File: src/rtl/dac_spi_rx.sv
// Serial DAC front end: receives 16-bit SPI frames into an input register and
// transfers that register to the DAC outputs while LDAC_n is held low.
module dac_spi_rx #(
    parameter int DATA_W  = 10,
    parameter int SCK_MIN = 3
) (
    input  logic              clk,
    input  logic              rst,
    input  logic              spi_cs_n,
    input  logic              spi_sck,
    input  logic              spi_sdi,
    input  logic              spi_ldac_n,
    output logic [DATA_W-1:0] dout,
    output logic              gain_x1,
    output logic              shdn_n,
    output logic              frame_ok,
    output logic              frame_err,
    output logic              dout_upd,
    output logic              busy
);

    localparam int CS   = 3;
    localparam int SCK  = 2;
    localparam int SDI  = 1;
    localparam int LDAC = 0;
    localparam logic [3:0] PIN_IDLE = 4'b1001;
    // An SCK phase shorter than two clk can alias in the synchronizer.
    localparam bit SCK_OK = (SCK_MIN >= 2);

    typedef enum logic [1:0] {ST_UNARMED, ST_IDLE, ST_BUSY} state_t;

    state_t state, state_nxt;

    logic [3:0] pin_p0, pin_p1, pin_p2;
    logic       vld_p0, vld_p1;
    logic       cs_fall_p3, cs_rise_p3, cs_hi_p3, sck_rise_p3, sdi_p3, ldac_lo_p3;

    logic [4:0]        bit_cnt;
    logic [15:0]       shift_reg;
    logic [DATA_W-1:0] in_code;
    logic              in_ga, in_shdn;
    logic              start, load, reject;

    function automatic logic [4:0] cnt_sat_inc(input logic [4:0] c);
        return (c == 5'd31) ? c : c + 5'd1;
    endfunction

    // Stage p0..p2: two-flop synchronizer plus delay flop for edge detect
    always_ff @(posedge clk) begin
        if (rst) begin
            pin_p0      <= PIN_IDLE;
            pin_p1      <= PIN_IDLE;
            pin_p2      <= PIN_IDLE;
            vld_p0      <= 1'b0;
            vld_p1      <= 1'b0;
            cs_fall_p3  <= 1'b0;
            cs_rise_p3  <= 1'b0;
            cs_hi_p3    <= 1'b0;
            sck_rise_p3 <= 1'b0;
            sdi_p3      <= 1'b0;
            ldac_lo_p3  <= 1'b0;
        end else begin
            pin_p0      <= {spi_cs_n, spi_sck, spi_sdi, spi_ldac_n};
            pin_p1      <= pin_p0;
            pin_p2      <= pin_p1;
            vld_p0      <= 1'b1;
            vld_p1      <= vld_p0;
            // Stage p3: registered events, acted on at the next edge
            cs_fall_p3  <= !pin_p1[CS] && pin_p2[CS];
            cs_rise_p3  <= pin_p1[CS] && !pin_p2[CS];
            cs_hi_p3    <= vld_p1 && pin_p1[CS];
            sck_rise_p3 <= SCK_OK && pin_p1[SCK] && !pin_p2[SCK];
            sdi_p3      <= pin_p1[SDI];
            ldac_lo_p3  <= !pin_p1[LDAC];
        end
    end

    always_ff @(posedge clk) begin
        if (rst) state <= ST_UNARMED;
        else     state <= state_nxt;
    end

    always_comb begin
        state_nxt = state;
        start     = 1'b0;
        load      = 1'b0;
        reject    = 1'b0;
        case (state)
            // Only a genuinely sampled high cs_n arms; reset values never do.
            ST_UNARMED: if (cs_hi_p3) state_nxt = ST_IDLE;
            ST_IDLE: begin
                if (cs_fall_p3) begin
                    state_nxt = ST_BUSY;
                    start     = 1'b1;
                end
            end
            ST_BUSY: begin
                if (cs_rise_p3) begin
                    state_nxt = ST_IDLE;
                    if (bit_cnt == 5'd16 && !shift_reg[15]) load   = 1'b1;
                    else                                    reject = 1'b1;
                end
            end
            default: state_nxt = ST_UNARMED;
        endcase
    end

    assign busy = (state == ST_BUSY);

    // Stage p4: frame assembly, input register and output transfer
    always_ff @(posedge clk) begin
        if (rst) begin
            bit_cnt   <= '0;
            shift_reg <= '0;
            in_code   <= '0;
            in_ga     <= 1'b1;
            in_shdn   <= 1'b0;
            dout      <= '0;
            gain_x1   <= 1'b1;
            shdn_n    <= 1'b0;
            frame_ok  <= 1'b0;
            frame_err <= 1'b0;
            dout_upd  <= 1'b0;
        end else begin
            frame_ok  <= load;
            frame_err <= reject;
            if (start) begin
                bit_cnt   <= '0;
                shift_reg <= '0;
            end else if (busy && sck_rise_p3) begin
                shift_reg <= {shift_reg[14:0], sdi_p3};
                bit_cnt   <= cnt_sat_inc(bit_cnt);
            end
            if (load) begin
                in_code <= shift_reg[11 -: DATA_W];
                in_ga   <= shift_reg[13];
                in_shdn <= shift_reg[12];
            end
            // Transfer copies the pre-load register, so a coincident load lands one cycle later.
            if (ldac_lo_p3) begin
                dout     <= in_code;
                gain_x1  <= in_ga;
                shdn_n   <= in_shdn;
                dout_upd <= ({in_code, in_ga, in_shdn} != {dout, gain_x1, shdn_n});
            end else begin
                dout_upd <= 1'b0;
            end
        end
    end

endmodule

File: config.mk
export PLATFORM = sky130hd
export DESIGN_NAME = dac_spi_rx
export DESIGN_NICKNAME = d
export VERILOG_FILES = /design/src/rtl/dac_spi_rx.sv
export SDC_FILE = /design/constraint.sdc
export NUM_CORES = 1
export LEC_CHECK = 0
export ABC_AREA = 1
export CAP_MARGIN = 25
export CORE_MARGIN = 10
export CORE_UTILIZATION = 25
export CTS_BUF_LIST = sky130_fd_sc_hd__clkbuf_8 sky130_fd_sc_hd__clkbuf_16
export DETAILED_ROUTE_END_ITERATION = 10
export PLACE_DENSITY = 0.48
export SLEW_MARGIN = 10
export SYNTH_ARGS = -nofsm -noshare
export SYNTH_HDL_FRONTEND = slang
export SYNTH_SLANG_ARGS = --single-unit
File: constraint.sdc
create_clock -name clk -period 1.5 [get_ports clk]
set_clock_uncertainty 0.1 [all_clocks]
set_input_delay 0.45 -clock clk [delete_from_list [all_inputs] [get_ports clk]]
set_output_delay 0.45 -clock clk [all_outputs]
set_load 0.03 [all_outputs]
Word level (Yosys, flattened, before mapping). Index checks and enable logic that the tools add are counted.

Input port bits: 6. Logic and storage cells: 64. Output and inout port bits: 16. Flip-flop bits (word level): 70.

Add/subtract/negate cells: 1. Equal/unequal tests: 8. Reductions and logical operators: 17. Muxes and demuxes: 11. Bitwise operators: 4.

Operators with widths (number): $ne 12x12->1 (1); $eq 5x5->1 const B (2); $mux 1 (7); $logic_and 1x1->1 (6); $mux 2 (3); $pmux 2 s3 (1); $add 5x1->5 const B (1); $logic_not 1->1 (5); $ne 2x2->1 const B (2); $not 1->1 (4); $reduce_or 2->1 (2); $reduce_and 3->1 (1); $reduce_or 3->1 (1); $eq 2x1->1 const B (1); $eq 2x2->1 const B (1); $logic_not 2->1 (1); $ne 2x1->1 const B (1); $reduce_and 2->1 (1).

Longest topological paths before layout. Gate-level depths: netlist of run 1.

Word-level depth: 5. Gate-level depth with buffers: 8. Gate-level depth less buffers: 8.

Least setup slack after synthesis of run 1. No wires, ideal clock.

Path kind: register to register. Start: register bit_cnt[0]. End: register bit_cnt[3]. Path buffers: 0. Clock period less this slack: 1.441 ns. Setup time: 0.122 ns. Setup slack: 0.059 ns. Data required time: 1.278 ns. Stages on the path, launching flop included: 8. Data arrival time: 1.219 ns. Cell sequence: dfxtp_1 -> ha_1 -> nand2_1 -> nor2_1 -> ha_1 -> nand3b_4 -> o21ai_0 -> a21oi_1.

Longest elaborated chain between the ends: 3. Elaborated cells on any way between the ends: 4. Those cells by class: add/sub (1); eq/ne (1); bitwise (1); reduce/logical (1).

Ends and longest elaborated chain: start, declared (RTL line 38) `logic [4:0] bit_cnt;`; start signal, assigned (RTL line 132) `bit_cnt <= cnt_sat_inc(bit_cnt);`; parallel branches: the longest is 3 deep, another holds $add 5x1->5.

Parallel ways; which one is timed is not known. A chain may end at the register's enable or synchronous reset.

Final worst setup path of run 1.
Start: register state[1]. End: output busy.

Longest elaborated chain between the ends: 1.

Ends and longest elaborated chain: start, declared (RTL line 32) `state_t state, state_nxt;`; start signal, assigned (RTL line 80) `else state <= state_nxt;`; $eq 2x2->1 (RTL line 108) `assign busy = (state == ST_BUSY);`; end, declared (RTL line 19) `output logic busy`.

Every way passes these cells.

==> results of run 1 <==
-- routing by layer --
| metal | up-vias | routed length (um) |
|---|---|---|
| met1 | 914 | 2670 |
| li1 | 1085 | - |
| met4 | 0 | 102 |
| met2 | 27 | 2780 |
| met3 | 10 | 236 |
| met5 | - | 0 |
-- power by group through the flow --
stage	registers, W	logic (W)	clock network, W
finish	0.00186	0.000184	0.00142
global placement	0.00190	0.000182	0
floorplan	0.00192	0.0000953	0
CTS	0.00186	0.000186	0.00147
detailed placement	0.00190	0.000184	0
global route	0.00186	0.000208	0.00156
-- layout by cell type, fill, tap and decap left out, types with 2 or more instances in the layout --
cell             instances
clkdlybuf4s50_1          5
nor2_8                   2
buf_4                   32
nor2_4                   2
clkinv_2                 3
o21ai_0                 19
nand2_4                  3
inv_1                   38
or2_2                    4
nand2_1                 55
buf_6                    2
nor3_1                   2
o21ai_2                  7
nand2_2                  2
ha_4                     2
nand3_1                 18
dfxtp_1                 58
nor2_1                  18
clkbuf_8                 9
a21oi_2                 10
o21ai_1                  3
xnor2_1                  5
dfxtp_2                 10
inv_2                    3
a21oi_1                 36
-- worst max-delay path: cells and delay by family (launching register included) --
kind | cells | cell delay (ns)
buffers and inverters | 2 | 0.19
and+or+nand+nor | 1 | 0.10
DFF | 1 | 0.36
-- final cells by class --
| class | count | area (um2) | area share [%] |
|---|---|---|---|
| sequential | 68 | 1370 | 41.0 |
| multi-input combinational | 195 | 1130 | 33.9 |
| timing repair buffer | 40 | 333 | 9.94 |
| tap | 136 | 170 | 5.08 |
| inverter | 41 | 156 | 4.67 |
| clock buffer | 9 | 124 | 3.70 |
| clock inverter | 6 | 57.6 | 1.72 |
-- logic make-up after synthesis --
| kind of cell | Yosys count | synth area share (%) |
|---|---|---|
| AOI/OAI and AO/OA | 76 | 16.5 |
| buffers and inverters | 54 | 9.45 |
| adders and majority gates | 3 | 1.41 |
| DFF | 68 | 51.2 |
| xor gates and xnor gates | 5 | 1.65 |
| and+or+nand+nor | 109 | 19.8 |
-- metrics by stage --
stage / total power [W] / setup WS [ns]
detailed placement: 0.00208 / -0.118
floorplan: 0.00201 / 0.0594
CTS: 0.00351 / -0.0897
finish: 0.00347 / -0.0439
global route: 0.00363 / -0.0855
global placement: 0.00208 / -0.106
-- timing repair --
action / CTS / global route
pin swaps: 1 / 4
resized for setup: 8 / 22
setup endpoints to repair: 15 / 22
buffers inserted: 3 / 1
gates cloned: 0 / 2
endpoints found under the hold margin: 0 / 0
-- worst min-delay path by stage --
stage / from / endpoint / slack, ns
after floorplan: pin_p1[0] / ldac_lo_p3 / 0.27
after global placement: pin_p1[0] / ldac_lo_p3 / 0.27
after detailed placement: pin_p1[0] / ldac_lo_p3 / 0.28
after CTS: pin_p1[0] / ldac_lo_p3 / 0.29
after global routing: pin_p1[0] / ldac_lo_p3 / 0.31
final: pin_p1[0] / ldac_lo_p3 / 0.28
-- synth_stat cells, drive strengths merged (3+ instances only) --
| master | instances |
|---|---|
| dfxtp | 68 |
| nand2 | 59 |
| a21oi | 46 |
| inv | 41 |
| o21ai | 29 |
| nor2 | 23 |
| nand3 | 19 |
| buf | 8 |
| clkbuf | 5 |
| xnor2 | 5 |
| or2 | 4 |
| ha | 3 |
==> impl_metrics.toml, run 1 <==
[logic_synthesis]
synth_top_area_cell = "dfxtp_1"
synth_cell_types = 29
synth-main-ff-cell = "dfxtp_1"
syn_area_um2 = 2660
synth_cells = 315
syn_nets = 324
synthTopCellsByArea = "dfxtp_1, nand2_1, a21oi_1"
ys_seq_area_share_pct = 51.2
synth_seq_cells = 68
synth_area_per_cell_um2 = 8.44
async_flop_share_pct = 0
yosys_warnings = 0
synth.top_cell.area_share_pct = 51.2
synth_edf_count = 0

[critical_path]
rr_endpoint = "in_shdn"
r2r_slack_ns = 0.07
required_ns = 0.95
r2r_start = "bit_cnt[1]"
reg2reg_depth = 7
path_class = "reg -> out"
cp_cell_sequence = "inv_4, nor2_8, buf_6"
crit_slowest_cell = "dfxtp_2"
arrival_ns = 0.99
crit_path_max_incr_delay_ns = 0.36
critPathLaunchType = "flop"
cp_max_fo = 2
crit_end = "busy"
cp-end-kind = "output port"
startpoint = "state[1]"

[timing]
hold_viol = 0
holdWs_ns = 0.284
min_period_over_period_pct = 103
slew_headroom_pct = 80.0
tns_ns = -0.0439
max_freq_ghz = 0.648
setup_viol = 1
worstMarginPinSlew_ns = 0.300
finalWorstSetupSlack_ns = -0.0439
period_needed_ns = 1.54
finalMaxSlewViolations = 0
rsz0062_at_grt = "true"

[cells_and_area]
num_antenna_cells = 0
fin_area_um2 = 3350
fillers = 1075
drive_gt1_share_pct = 27.9
final_core_utilization_pct = 32.4
final_nets = 364
largest_reg_flops = 16
area_growth_pct = 25.9
fin_cells = 495

[detailed_routing]
ant_nets = 0
avgRoutedWirePerCell_um = 11.7
routed_wl_um = 5790
vias_per_cell = 4.11
vias = 2036
route.detailed.drc = 0
drtPass1Iterations = 4
drt_iter0_drc = 79

[floorplanning]
ios = 22
start_util_pct = 25.8
fp.dieW_um = 123
die-area_um2 = 15200
die_y_um = 123
core_um2 = 10300
rows = 37

[grt]
antenna_found_initial = 0
grt-ovfl-total = 0
grt.met1_usage_pct = 9.14
grt_pass1_vias = 1980
gr-usage-met3_pct = 2.32
grt.total_usage_pct = 7.74
grt_pass1_wl_um = 9320
grt_max_degree = 26
use_met2_pct = 12.2
top_usage_layer = "met2"

[clocking]
postCtsHoldBufs = 0
cts-root-buf = "clkbuf_8"
clkSinkCount = 68
clock_latency_ns = 0.35
clock_path_buffers = 2
htreeDepth = 3
clk_pin_slew_ns = 0.07
cts_tree = "built"
numCtsBuffers = 9

[power]
p_clk_share_pct = 41.1
p_leak_nw = 1.38
comb_power_share_pct = 5.3
ir_drop_uv = 314
power_frac_seq_pct = 53.6
power.switching_w = 0.000807
switching_share_pct = 23.3
power_density_nw_per_um2 = 1040
p_int_w = 0.00266

[hold_path]
hp-class = "reg -> reg"
holdPathStages = 1

[placed_design]
dp_hpwl_um = 3730
numPortBuffers = 21
dp_cells = 474
gp_congestion = 0.742
place_area_um2 = 3030

[run_status]
failed_checks = "setup timing"
status = "finished with violations"

[run]
cap_viol_max_count = 0
Power figures use the tool's default switching activity.
==> run 2, diff against run 1 <==
--- a/config.mk
+++ b/config.mk
@@ -12,7 +12,7 @@
 export CTS_BUF_LIST = sky130_fd_sc_hd__clkbuf_8 sky130_fd_sc_hd__clkbuf_16
 export DETAILED_ROUTE_END_ITERATION = 10
 export PLACE_DENSITY = 0.48
-export SLEW_MARGIN = 10
+export SLEW_MARGIN = 5
 export SYNTH_ARGS = -nofsm -noshare
 export SYNTH_HDL_FRONTEND = slang
 export SYNTH_SLANG_ARGS = --single-unit
==> results of run 2 <==
Final layout, timing and power as in run 1 (identical DEF).
